## config.mk

```make
export PLATFORM = sky130hd
export DESIGN_NAME = if_fetch_unit_flat
export DESIGN_NICKNAME = d
export VERILOG_FILES = /design/src/rtl/if_fetch_unit_if.sv /design/src/rtl/if_fetch_unit.sv /design/src/flat_wrapper.sv
export SDC_FILE = /design/constraint.sdc
export NUM_CORES = 1
export LEC_CHECK = 0
export CAP_MARGIN = 10
export CELL_PAD_IN_SITES_DETAIL_PLACEMENT = 0
export CELL_PAD_IN_SITES_GLOBAL_PLACEMENT = 2
export CORE_UTILIZATION = 31
export CTS_CLUSTER_SIZE = 30
export DETAILED_ROUTE_END_ITERATION = 10
export PLACE_DENSITY_LB_ADDON = 0.3
export SETUP_SLACK_MARGIN = 0.05
export SLEW_MARGIN = 25
export SYNTH_ARGS = -nofsm -noshare
export SYNTH_HDL_FRONTEND = slang
export SYNTH_SLANG_ARGS = --single-unit
```

## constraint.sdc

```tcl
create_clock -name clk -period 8.5 [get_ports clk]
set_input_delay 2.125 -clock clk [delete_from_list [all_inputs] [get_ports clk]]
set_output_delay 2.125 -clock clk [all_outputs]
set_load 0.05 [all_outputs]
```

## src/rtl/if_fetch_unit_if.sv

```systemverilog
// ----------------------------------------------------------------------------
// if_fetch_unit_if
// Instruction-memory request/acknowledge bus between the fetch unit and
// instruction memory.
//   imem_req    fetch request, held high until imem_ack
//   imem_addr   fetch address, stable while imem_req is high
//   imem_ack    response strobe; imem_rdata valid in the same cycle
//   imem_rdata  fetched instruction word
// Modports: master = fetch unit, slave = instruction memory.
// ----------------------------------------------------------------------------
interface if_fetch_unit_if;
    logic        imem_req;
    logic [31:0] imem_addr;
    logic        imem_ack;
    logic [31:0] imem_rdata;

    modport master (
        output imem_req,
        output imem_addr,
        input  imem_ack,
        input  imem_rdata
    );

    modport slave (
        input  imem_req,
        input  imem_addr,
        output imem_ack,
        output imem_rdata
    );
endinterface

```

## src/rtl/if_fetch_unit.sv

```systemverilog
// ----------------------------------------------------------------------------
// if_fetch_unit
// Instruction-fetch stage feeding the IF/ID register. Owns the PC, fetches
// over a variable-latency req/ack bus, keeps one extra response in a skid
// register so a downstream stall never drops an instruction, and handles
// redirects including squashing a fetch that is already in flight.
//   clk          clock, rising edge
//   rst          asynchronous active-high reset
//   imem         instruction-memory bus (master side)
//   stall        downstream not accepting this cycle
//   redirect     one-cycle flush-and-jump strobe
//   redirect_pc  jump target, sampled with redirect
//   if_valid     output slot holds a live instruction
//   if_inst      instruction (0 when not valid)
//   if_pc        address of if_inst
//   if_pc_4      if_pc + 4 (mod 2^32)
// ----------------------------------------------------------------------------
module if_fetch_unit #(
    parameter logic [31:0] RESET_PC = 32'h0000_0000
) (
    input  logic               clk,
    input  logic               rst,
    if_fetch_unit_if.master    imem,
    input  logic               stall,
    input  logic               redirect,
    input  logic [31:0]        redirect_pc,
    output logic               if_valid,
    output logic [31:0]        if_inst,
    output logic [31:0]        if_pc,
    output logic [31:0]        if_pc_4
);

    localparam logic [1:0] IDLE  = 2'd0;
    localparam logic [1:0] REQ   = 2'd1;
    localparam logic [1:0] FULL  = 2'd2;
    localparam logic [1:0] DRAIN = 2'd3;

    logic [1:0]  state;
    logic [31:0] pc;
    // Address of a squashed fetch still owed an ack; pc already holds the
    // redirect target, so the bus must keep presenting this one.
    logic [31:0] drain_addr;
    logic        skid_vld;
    logic [31:0] skid_inst;
    logic [31:0] skid_pc;

    logic xfer;
    logic slot_free;

    assign xfer      = if_valid && !stall;
    assign slot_free = !if_valid || xfer;

    assign imem.imem_req  = (state == REQ) || (state == DRAIN);
    assign imem.imem_addr = (state == DRAIN) ? drain_addr : pc;

    always_ff @(posedge clk or posedge rst) begin
        if (rst) begin
            state      <= IDLE;
            pc         <= RESET_PC;
            drain_addr <= '0;
            if_valid   <= 1'b0;
            if_inst    <= '0;
            if_pc      <= '0;
            if_pc_4    <= '0;
            skid_vld   <= 1'b0;
            skid_inst  <= '0;
            skid_pc    <= '0;
        end else if (redirect) begin
            // Redirect beats stall and ack: everything fetched so far is stale.
            pc       <= redirect_pc;
            if_valid <= 1'b0;
            if_inst  <= '0;
            skid_vld <= 1'b0;
            case (state)
                REQ: begin
                    if (imem.imem_ack) begin
                        state <= REQ;
                    end else begin
                        state      <= DRAIN;
                        drain_addr <= pc;
                    end
                end
                DRAIN:   state <= imem.imem_ack ? REQ : DRAIN;
                default: state <= REQ;
            endcase
        end else begin
            // A transfer empties the slot unless a refill below overrides it.
            if (xfer) begin
                if_valid <= 1'b0;
                if_inst  <= '0;
            end
            case (state)
                IDLE: state <= REQ;
                REQ: begin
                    if (imem.imem_ack) begin
                        if (slot_free) begin
                            pc       <= pc + 32'd4;
                            if_valid <= 1'b1;
                            if_inst  <= imem.imem_rdata;
                            if_pc    <= pc;
                            if_pc_4  <= pc + 32'd4;
                        end else if (!skid_vld) begin
                            pc        <= pc + 32'd4;
                            skid_vld  <= 1'b1;
                            skid_inst <= imem.imem_rdata;
                            skid_pc   <= pc;
                            state     <= FULL;
                        end
                    end
                end
                FULL: begin
                    // No request is issued here, so nothing can arrive while
                    // both entries are occupied.
                    if (xfer) begin
                        if (skid_vld) begin
                            if_valid <= 1'b1;
                            if_inst  <= skid_inst;
                            if_pc    <= skid_pc;
                            if_pc_4  <= skid_pc + 32'd4;
                        end
                        skid_vld <= 1'b0;
                        state    <= REQ;
                    end
                end
                DRAIN: begin
                    if (imem.imem_ack) begin
                        state <= REQ;
                    end
                end
                default: state <= IDLE;
            endcase
        end
    end

endmodule

```

## src/flat_wrapper.sv

```systemverilog
// flat-port wrapper written by rule: the top's interface ports become plain ports
module if_fetch_unit_flat 
#(
    parameter logic [31:0] RESET_PC = 32'h0000_0000
)
  (clk, rst, stall, redirect, redirect_pc, if_valid, if_inst, if_pc, if_pc_4, imem_imem_req, imem_imem_addr, imem_imem_ack, imem_imem_rdata);
  if_fetch_unit_if imem_i ();
  input  logic clk;
  input  logic rst;
  input  logic stall;
  input  logic redirect;
  input  logic [31:0] redirect_pc;
  output logic if_valid;
  output logic [31:0] if_inst;
  output logic [31:0] if_pc;
  output logic [31:0] if_pc_4;
  output wire logic [$bits(imem_i.imem_req)-1:0] imem_imem_req;
  output wire logic [$bits(imem_i.imem_addr)-1:0] imem_imem_addr;
  input wire logic [$bits(imem_i.imem_ack)-1:0] imem_imem_ack;
  input wire logic [$bits(imem_i.imem_rdata)-1:0] imem_imem_rdata;
  assign imem_imem_req = imem_i.imem_req;
  assign imem_imem_addr = imem_i.imem_addr;
  assign imem_i.imem_ack = imem_imem_ack;
  assign imem_i.imem_rdata = imem_imem_rdata;
  if_fetch_unit #(.RESET_PC(RESET_PC)) u_core (.clk(clk), .rst(rst), .imem(imem_i), .stall(stall), .redirect(redirect), .redirect_pc(redirect_pc), .if_valid(if_valid), .if_inst(if_inst), .if_pc(if_pc), .if_pc_4(if_pc_4));
endmodule
```

# Word-level counts from Yosys, hierarchy flattened
# Cells that the tools add are included.
# totals
output_inout_bits,130
in_bits,69
reg_bits,228
# op_classes
reduce_logical,17
add_sub_neg,2
n_eq_ne,13
mux,44
bitwise_logic,4
# ops
cell,count
32-bit two-way mux,20
32-bit one-hot mux with 2 select lines,3
"32-bit by 3-bit adder with 32-bit output, second input constant",2
2-bit two-way mux,8
"3-bit != test, second input constant",5
1-bit two-way mux,10
5-bit AND reduction,2
2-bit one-hot mux with 4 select lines,1
"2-bit by 1-bit != test with 1-bit output, second input constant",3
3-bit AND reduction,2
6-bit AND reduction,1
2-bit nonzero test,3
"2-bit == test, second input constant",2
1-bit NOT,4
1-bit one-hot mux with 2 select lines,2
4-bit AND reduction,1
"3-bit by 2-bit != test with 1-bit output, second input constant",1
3-bit nonzero test,1
"2-bit by 1-bit == test with 1-bit output, second input constant",1
1-bit zero test,2
2-bit zero test,1
1-bit logical OR,2
"2-bit != test, second input constant",1
2-bit OR reduction,1
1-bit logical AND,1

# Longest topological paths before layout
# Gate-level depths: netlist (run 1).
# logic_depth
ltp_word,7
depth_mapped,10
depth_no_buf,7

# Least setup slack after synthesis (run 1)
# No wires, ideal clock.
# synth_timing
kind,reg2out
from,reg u_core.state[0]
to,out imem_imem_addr[12]
path_slack_ns,4.238
arrival_time_ns,2.137
path_stages_with_launch,5
path_buffers,2
path_cell_list,dfrtp_1 > ha_1 > clkbuf_1 > clkbuf_1 > o21ai_0
# synth_via
elab_chain_len,2
# synth_rtl
element,line,text
start: declaration,if_fetch_unit.sv:38,logic [1:0] state;
start signal: assignment,if_fetch_unit.sv:83,DRAIN: state <= imem.imem_ack ? REQ : DRAIN;
2-bit == test,if_fetch_unit.sv:54,assign imem.imem_addr = (state == DRAIN) ? drain_addr : pc;
32-bit two-way mux,if_fetch_unit.sv:54,
end: declaration,flat_wrapper.sv:18,output wire logic [$bits(imem_i.imem_addr)-1:0] imem_imem_addr;
# No other way between the ends.

# Worst setup path in the final report (run 1)
# layout_timing
from,reg u_core.state[1]
to,out imem_imem_req
# layout_via
elab_chain_len,2
word_cells_on_any_way,3
classes_between,eq/ne (2); reduce/logical (1)
# layout_rtl
element,line,text
2-bit by 1-bit == test with 1-bit output / 2-bit == test (equally long branches),if_fetch_unit.sv:53,assign imem.imem_req = (state == REQ) || (state == DRAIN);
1-bit logical OR *,if_fetch_unit.sv:53,
end: declaration,flat_wrapper.sv:17,output wire logic [$bits(imem_i.imem_req)-1:0] imem_imem_req;
# Mark *: on every way between the ends. The rest lies on a longest branch, timed or not.

==> results of run 1 <==
[final cells by class]
type	instances	area [sq um]	share of cell area (%)
clock inverter	5	25.0	0.166
sequential	226	5660	37.6
tap	511	639	4.25
inverter	18	75.1	0.499
clock buffer	45	846	5.62
timing repair buffer	210	2090	13.9
multi-input combinational	791	5700	37.9
[cell families (layout without fill, tap and decap cells)]
logic type / Yosys count / after routing / share of synthesized area [%]
AOI/OAI and AO/OA: 274 / 274 / 16.3
xor gates and xnor gates: 61 / 61 / 4.53
buffers and inverters: 128 / 278 / 4.27
muxes: 158 / 158 / 14.6
DFF: 226 / 226 / 47.9
and+or+nand+nor: 293 / 293 / 11.8
adders and majority gates: 5 / 5 / 0.530
[stage by stage]
stage          worst slack, ns  util, %  std cells  instance area (sq um)  total power [mW]
2_1_floorplan            0.184        -       1145                  11800              3.47
3_3_place_gp              3.28     37.6       1755                  14100              4.34
3_5_place_dp              3.29     37.7       1756                  14200              4.37
4_1_cts                   3.25     40.0       1806                  15000              5.53
5_1_grt                   3.10     40.0       1806                  15000              5.77
6_report                  3.35     40.0       1806                  15000              5.47
[power by group through the flow]
stage	clock, mW	sequential, mW	combinational (mW)
2_1_floorplan	0	2.22	1.25
3_3_place_gp	0	1.76	2.58
3_5_place_dp	0	1.77	2.61
4_1_cts	1.17	1.75	2.62
5_1_grt	1.21	1.80	2.76
6_report	1.14	1.75	2.59
[Yosys cell counts, types with 7 or more instances]
cell	number	area [sq um]
mux2i_1	41	410
nor2_1	21	78.8
a32o_1	32	320
buf_1	9	33.8
nand3_1	32	160
nor3_1	19	95.1
a22oi_1	33	248
mux2_2	117	1320
clkbuf_1	86	323
o21ai_0	76	380
xor2_1	24	210
buf_2	12	60.1
inv_1	16	60.1
a22o_1	33	289
o211ai_1	9	67.6
nor4_1	10	62.6
xnor2_1	37	324
a21oi_1	46	230
o221ai_1	13	114
nand4_1	17	106
and3_1	12	75.1
and4_1	7	61.3
a221o_1	9	90.1
nand2_1	151	567
dfrtp_1	226	5660
[worst min-delay path: cells and delay by family (launching register included)]
kind | cells | cell delay [ns]
AOI/OAI and AO/OA | 1 | 0.06
and+or+nand+nor | 1 | 0.04
DFF | 1 | 0.34
[state kept, by name, indices dropped and copies added (netlist names)]
signal and count:
u_core.if_valid 1, u_core.skid_inst 32, u_core.if_pc_4 32, u_core.drain_addr 32, u_core.state 2, u_core.skid_pc 32, u_core.if_inst 32, u_core.skid_vld 1
u_core.if_pc 30, u_core.pc 32
[worst min-delay path by stage]
| stage | cells past startpoint | start | endpoint |
|---|---|---|---|
| 6_report | 2 | u_core.drain_addr[15] | u_core.drain_addr[15] |
| 5_1_grt | 1 | u_core.if_pc[2] | u_core.if_pc[2] |
| 4_1_cts | 2 | u_core.drain_addr[9] | u_core.drain_addr[9] |
| 3_5_place_dp | 2 | u_core.drain_addr[30] | u_core.drain_addr[30] |
| 3_3_place_gp | 2 | u_core.drain_addr[15] | u_core.drain_addr[15] |
| 2_1_floorplan | 2 | u_core.drain_addr[12] | u_core.drain_addr[12] |
[per-layer routing]
layer / share of wire [%] / wire length [um]
met3: 5.8 / 2170
met1: 46 / 17400
met4: 1.6 / 604
met5: 0.074 / 28
met2: 46 / 17500
==> results.yml, run 1 <==
status:
  status: "complete, no violations"
clock_tree:
  cts_made_buffers: 28
  cts_hold_buffers: 0
  cts_resized: 0
  cts_root_buf: "clkbuf_16"
  clk_path_buf_depth: 3
  cts.clk_slew.worst_paths_ns: 0.06
  cts_sinks: 226
  cts_setup_buffers: 0
  cts_tree: "yes"
  clk_latency_ns: 0.55
  cts_max_level: 1
global_route:
  antenna_found_initial: 2
  use_met3_pct: 4.44
  grt_max_degree: 147
  gr-usage-met1_pct: 26.7
  grt_pass1_wl_mm: 59.0
  grt_use_met2_pct: 31.3
  grt_usage_pct: 19.4
  busiest_layer: "met2"
  gr-total-overflow: 0
  first_global_vias: 9775
synth:
  synth_cell_type_count: 51
  syn_nets: 1219
  synth_seq_cells: 226
  async_flop_share_pct: 100
  netlist_area_sq_um: 11800
  yosysWarnings: 0
  avgSynthCellArea_sq_um: 10.3
  synth_edf_count: 0
  synthCells: 1145
  ys.flop_type: "dfrtp_1"
  ys_seq_area_share_pct: 47.9
floorplan:
  rows: 71
  core_area_sq_um: 37600
  die_x_um: 197
  initial_core_util_pct: 31.4
  die_height_um: 197
  ioPinCount: 199
  die_area_sq_um: 38900
drt:
  wirelength_mm: 37.7
  wl_per_cell_um: 20.9
  drc_errors: 0
  ant_nets: 0
  routed_via_density: 5.27
  dr_total_vias: 9518
  firstDrtPassIters: 7
  drt-initial-drc-count: 620
critical_path:
  cp-start-kind: "flop"
  worstSetupPathDepth: 5
  r2r_start: "u_core.state[1]"
  critPathMaxStageDelay_ns: 0.86
  rr_worst_depth: 6
  crit_family: "buffers and inverters"
  crit_chain: "inv_1 > ha_2 > nor2_1 > inv_1 > clkdlybuf4s50_1"
  critPathKind: "reg2out"
  setup.worst_path.end_class: "output pin"
  cp-startpoint: "u_core.state[1]"
  cp.arrival_ns: 3.03
  crit_slowest_cell: "clkdlybuf4s50_1"
  crit_path_frequent_cell: "inv_1"
  rrSetupSlack_ns: 4.88
  path_max_fanout: 44
  critPathCapture: "imem_imem_req"
  cp_num_buf_inv: 3
  crit_required_ns: 6.38
  r2r_end: "u_core.pc[20]"
power_and_ir_drop:
  p_per_area_nw_per_um2: 364
  power_frac_comb_pct: 47.2
  p_sw_share_pct: 44.4
  netSwitchingPower_mw: 2.43
  leakagePower_nw: 6.00
  seqPwrFrac_pct: 31.9
  irDropWorstVdd_v: 0.000163
  pwr-share-clk_pct: 20.8
  internal-power_mw: 3.04
timing:
  slew_headroom_pct: 30.3
  hold_ws_ns: 0.479
  layout_min_cycle_time_ns: 5.15
  worst_clock_skew_ns: 0.0183
  hold_viol: 0
  worst_slew_pin_slew_ns: 1.04
  finalSetupTns_ns: 0
  setup_viol: 0
  slew_violations: 0
  max_freq_mhz: 194
  rsz0062_at_grt: "no"
  period_share_pct: 60.6
layout:
  nets: 1349
  layout_commonest_cell: "dfrtp_1"
  syn_to_final_growth_pct: 27.4
  layout.cells.most_common_list: "dfrtp_1 (226), clkdlybuf4s50_1 (197), nand2_1 (151)"
  n_fill_cell: 3712
  antenna-diode-count: 0
  layout-drive-gt1-share_pct: 14.4
placement:
  hpwlAfterDp_mm: 23.9
  portBuffers: 198
  place.gp.congestion: 0.758
hold_path:
  worst_hold_path_type: "reg2reg"
run:
  cap_violations: 0
No activity file was read; power rests on OpenSTA's default activity.
==> run 2: changes to the inputs <==
==> constraint.sdc (replaced) <==
create_clock -name clk -period 4.3 [get_ports clk]
set_input_delay 1.075 -clock clk [delete_from_list [all_inputs] [get_ports clk]]
set_output_delay 1.075 -clock clk [all_outputs]
set_load 0.05 [all_outputs]
==> results.yml, run 2 (synthesis gave the netlist of run 1 again) <==
clock_tree:
  cts_max_level: 1
  cts.clk_slew.worst_paths_ns: 0.06
  cts_resized: 0
  clk_latency_ns: 0.55
  clk_path_buf_depth: 3
  cts_setup_buffers: 0
  cts_tree: "yes"
  cts_made_buffers: 27
  cts_hold_buffers: 0
  cts_sinks: 226
  cts_root_buf: "clkbuf_16"
power_and_ir_drop:
  leakagePower_nw: 6.07
  p_per_area_nw_per_um2: 716
  irDropWorstVdd_v: 0.000353
global_route:
  grt_usage_pct: 19.2
  grt_max_degree: 87
  gr-total-overflow: 0
  antenna_found_initial: 1
  grt_pass1_wl_mm: 58.1
  first_global_vias: 9562
hold_path:
  holdPathEnd: "u_core.if_pc[18]"
  min_path_cells: 2
  min-delay-start: "u_core.if_pc[18]"
  worst_hold_path_type: "reg2reg"
critical_path:
  critPathKind: "reg2out"
  rr_worst_depth: 6
  rrSetupSlack_ns: 1.44
  r2r_end: "u_core.pc[20]"
  cp.arrival_ns: 2.73
  cp-start-kind: "flop"
  critPathMaxStageDelay_ns: 0.70
  setup.worst_path.end_class: "output pin"
  crit_slowest_cell: "clkdlybuf4s50_1"
  crit_required_ns: 3.22
  crit_family: "buffers and inverters"
  worstSetupPathDepth: 4
  path_max_fanout: 28
  cp_num_buf_inv: 2
  crit_chain: "ha_2 > buf_12 > mux2_2 > clkdlybuf4s50_1"
  r2r_start: "u_core.pc[2]"
timing:
  finalSetupTns_ns: 0
  setup_viol: 0
  hold_viol: 0
  slew_violations: 0
  slew_headroom_pct: 40.2
  rsz0062_at_grt: "no"
  worst_slew_pin_slew_ns: 0.888
  worst_clock_skew_ns: 0.0163
  period_share_pct: 88.6
  layout_min_cycle_time_ns: 3.81
  max_freq_mhz: 263
placement:
  place.gp.congestion: 0.757
  hpwlAfterDp_mm: 24.4
  place_inst: 1769
  portBuffers: 198
floorplan:
  die_height_um: 197
  core_area_sq_um: 37600
  rows: 71
  die_area_sq_um: 38900
  die_x_um: 197
  initial_core_util_pct: 31.4
  ioPinCount: 199
layout:
  layout.cells.most_common_list: "dfrtp_1 (226), clkdlybuf4s50_1 (197), nand2_1 (151)"
  antenna-diode-count: 0
  n_fill_cell: 3693
  syn_to_final_growth_pct: 28.7
  layout_commonest_cell: "dfrtp_1"
  fin_util_pct: 40.4
  nets: 1361
  layout-drive-gt1-share_pct: 15.3
  final_cells: 1818
drt:
  wl_per_cell_um: 20.5
  dr_total_vias: 9464
  drt-initial-drc-count: 477
  drc_errors: 0
  firstDrtPassIters: 6
  ant_nets: 0
  wirelength_mm: 37.3
  routed_via_density: 5.21
status:
  status: "complete, no violations"
run:
  cap_violations: 0
## run 2: changes by cell type in the layout (fill, tap and decap cells not counted), moves of 2 or more
cell / change
buf_12: +4
clkbuf_16: -2
buf_4: +9
clkinv_2: -2
clkbuf_8: +2
## run 2: routing by layer
metal	up-vias	routed length [um]	global-route usage, %
met5	-	13	0
li1	4465	-	-
met3	55	2500	4.37
met2	265	17500	30.9
met1	4677	16600	26.0
met4	2	775	5.05
## run 2: power by group
group | internal, mW | leakage [nW] | switching, mW
Clock | 1.35 | 0.431 | 0.924
Combinational | 1.89 | 2.74 | 3.27
Sequential | 2.84 | 2.91 | 0.598
## run 2: stage by stage
step / hold slack [ns] / worst slack [ns] / total power, mW / area [sq um]
floorplan: 0.450 / 0.273 / 6.86 / 11800
global placement: 0.461 / 0.849 / 8.61 / 14300
detailed placement: 0.470 / 0.844 / 8.68 / 14300
CTS: 0.484 / 0.429 / 11.0 / 15200
global route: 0.505 / 0.377 / 11.5 / 15200
finish: 0.479 / 0.491 / 10.9 / 15200
## run 2: layout make-up
class | count | area, sq um | share of cell area [%]
Tap cell | 511 | 639 | 4.21
Clock buffer | 44 | 820 | 5.40
Timing Repair Buffer | 223 | 2240 | 14.8
Inverter | 18 | 71.3 | 0.470
Sequential cell | 226 | 5660 | 37.2
Clock inverter | 5 | 53.8 | 0.354
Multi-Input combinational cell | 791 | 5700 | 37.6
## run 2: worst min-delay path, stage by stage, from the launching register on
cell	delay, ns
dfrtp_1	0.34
nand2_1	0.05
o21ai_0	0.06
## run 2: worst max-delay path by stage
stage	from	end	slack [ns]
3_3_place_gp	redirect	u_core.drain_addr[14]	0.85
6_report	u_core.state[1]	imem_imem_addr[17]	0.49
4_1_cts	u_core.state[1]	imem_imem_addr[3]	0.43
2_1_floorplan	rst	u_core.drain_addr[0]	0.27
3_5_place_dp	redirect	u_core.drain_addr[19]	0.84
5_1_grt	u_core.state[1]	imem_imem_addr[18]	0.38
==> run 3: changes to the inputs <==
--- a/config.mk
+++ b/config.mk
@@ -9,6 +9,7 @@
 export CELL_PAD_IN_SITES_DETAIL_PLACEMENT = 0
 export CELL_PAD_IN_SITES_GLOBAL_PLACEMENT = 2
 export CORE_UTILIZATION = 31
+export CTS_BUF_LIST = sky130_fd_sc_hd__clkbuf_16
 export CTS_CLUSTER_SIZE = 30
 export DETAILED_ROUTE_END_ITERATION = 10
 export PLACE_DENSITY_LB_ADDON = 0.3
==> constraint.sdc (replaced) <==
create_clock -name clk -period 3.2 [get_ports clk]
set_input_delay 0.8 -clock clk [delete_from_list [all_inputs] [get_ports clk]]
set_output_delay 0.8 -clock clk [all_outputs]
set_load 0.05 [all_outputs]
==> results.yml, run 3 (synthesis gave the netlist of run 1 again) <==
clock_tree:
  cts_made_buffers: 28
  cts_resized: 0
  cts_root_buf: "clkbuf_16"
  clk_latency_ns: 0.54
  cts_max_level: 1
  cts_tree: "yes"
  cts_setup_buffers: 0
  cts_sinks: 226
  clk_path_buf_depth: 3
  cts_hold_buffers: 0
  cts.clk_slew.worst_paths_ns: 0.06
drt:
  wirelength_mm: 38.0
  dr_total_vias: 9661
  firstDrtPassIters: 5
  ant_nets: 0
  routed_via_density: 5.22
  drt-initial-drc-count: 713
  wl_per_cell_um: 20.5
  drc_errors: 0
placement:
  place.gp.congestion: 0.760
  hpwlAfterDp_mm: 25.5
  portBuffers: 198
floorplan:
  die_height_um: 197
  ioPinCount: 199
  core_area_sq_um: 37600
  die_x_um: 197
  initial_core_util_pct: 31.4
  rows: 71
  die_area_sq_um: 38900
power_and_ir_drop:
  netSwitchingPower_mw: 6.51
  p_per_area_nw_per_um2: 948
  internal-power_mw: 8.11
  pwr-share-clk_pct: 19.4
  power_frac_comb_pct: 49.2
  power_mw: 14.6
  p_sw_share_pct: 44.5
  irDropWorstVdd_v: 0.000463
  leakagePower_nw: 6.30
  seqPwrFrac_pct: 31.4
timing:
  rsz0062_at_grt: "no"
  period_share_pct: 91.7
  worst_clock_skew_ns: 0.0102
  layout_min_cycle_time_ns: 2.93
  slew_headroom_pct: 49.7
  setup_viol: 0
  hold_viol: 0
  slew_violations: 0
  max_freq_mhz: 341
  worst_slew_pin_slew_ns: 0.749
global_route:
  antenna_found_initial: 2
  gr-total-overflow: 0
  grt_usage_pct: 19.6
  grt_pass1_wl_mm: 59.1
  grt_max_degree: 75
  first_global_vias: 9813
layout:
  antenna-diode-count: 0
  nets: 1395
  layout.cells.most_common_list: "dfrtp_1 (226), clkdlybuf4s50_1 (164), nand2_1 (151)"
  layout-drive-gt1-share_pct: 19.2
  syn_to_final_growth_pct: 30.6
  fin_util_pct: 41.0
  layout_commonest_cell: "dfrtp_1"
critical_path:
  r2r_start: "u_core.pc[3]"
  crit_slowest_cell: "dfrtp_1"
  cp.arrival_ns: 2.13
  crit_required_ns: 2.40
  critPathCapture: "imem_imem_addr[31]"
  cp_num_buf_inv: 2
  rrSetupSlack_ns: 0.75
  worstSetupPathDepth: 4
  rr_worst_depth: 6
  cp-startpoint: "u_core.state[0]"
  crit_family: "flip-flops"
  setup.worst_path.end_class: "output pin"
  cp-start-kind: "flop"
  r2r_end: "u_core.pc[20]"
  critPathKind: "reg2out"
  critPathMaxStageDelay_ns: 0.44
  path_max_fanout: 26
  crit_chain: "ha_4 > buf_12 > mux2_2 > buf_4"
status:
  status: "complete, no violations"
hold_path:
  min_path_cells: 2
  worst_hold_path_type: "reg2reg"
run:
  cap_violations: 0
==> run 3: changes by cell type in the layout (fill, tap and decap cells not counted), sizes merged <==
cell	previous run	this run
buf	26	92
clkdlybuf4s50	197	164
clkbuf	44	29
clkinv	4	15
inv	17	22
bufinv	1	0
==> run 3: power by group through the flow <==
stage	logic, mW	registers (mW)	clock network (mW)
after floorplan	3.33	5.89	0
after global placement	7.21	4.61	0
after detailed placement	7.25	4.63	0
after CTS	7.27	4.59	2.92
after global routing	7.66	4.73	3.02
final	7.20	4.59	2.83
==> run 3: worst min-delay path by stage <==
stage	to	start	slack [ns]
final	u_core.if_pc[18]	u_core.if_pc[18]	0.48
after floorplan	u_core.drain_addr[12]	u_core.drain_addr[12]	0.45
after detailed placement	u_core.drain_addr[13]	u_core.drain_addr[13]	0.47
after global placement	u_core.drain_addr[15]	u_core.drain_addr[15]	0.46
after CTS	u_core.drain_addr[15]	u_core.drain_addr[15]	0.48
after global routing	u_core.drain_addr[6]	u_core.drain_addr[6]	0.50
==> run 3: layer usage <==
metal  routed length (um)  track usage [%]  share of wire [%]  vias up
li1                     -                -                  -     4532
met1                17000             26.3                 45     4848
met2                18000             32.0                 47      226
met3                 2230             4.34                5.9       51
met4                  753             4.51                2.0        4
met5                   27                0              0.071        -
==> run 3: cell type report <==
| class | count | area (sq um) |
|---|---|---|
| Fill cell | 3729 | 22200 |
| Multi-Input combinational cell | 791 | 5700 |
| Sequential cell | 226 | 5660 |
| Timing Repair Buffer | 256 | 2540 |
| Clock buffer | 29 | 726 |
| Tap cell | 511 | 639 |
| Clock inverter | 20 | 78.8 |
| Inverter | 18 | 71.3 |
==> run 3: stage by stage <==
| step | setup slack, ns | instances | hold slack [ns] | setup TNS [ns] | instance area, sq um |
|---|---|---|---|---|---|
| after floorplan | -0.552 | 1145 | 0.450 | -124.75 | 11800 |
| after global placement | 0.246 | 1802 | 0.461 | 0 | 14600 |
| after detailed placement | 0.188 | 1802 | 0.471 | 0 | 14600 |
| after CTS | 0.0695 | 1851 | 0.484 | 0 | 15400 |
| after global routing | 0.183 | 1851 | 0.498 | 0 | 15400 |
| final | 0.267 | 1851 | 0.479 | 0 | 15400 |
==> run 3: worst register-to-register path, stage by stage, from the launching register on <==
cell and delay, ns:
dfrtp_1 0.49, ha_1 0.30, nand3_1 0.22, or4_1 0.62, or4_1 0.49, xor2_1 0.15
o21ai_1 0.07
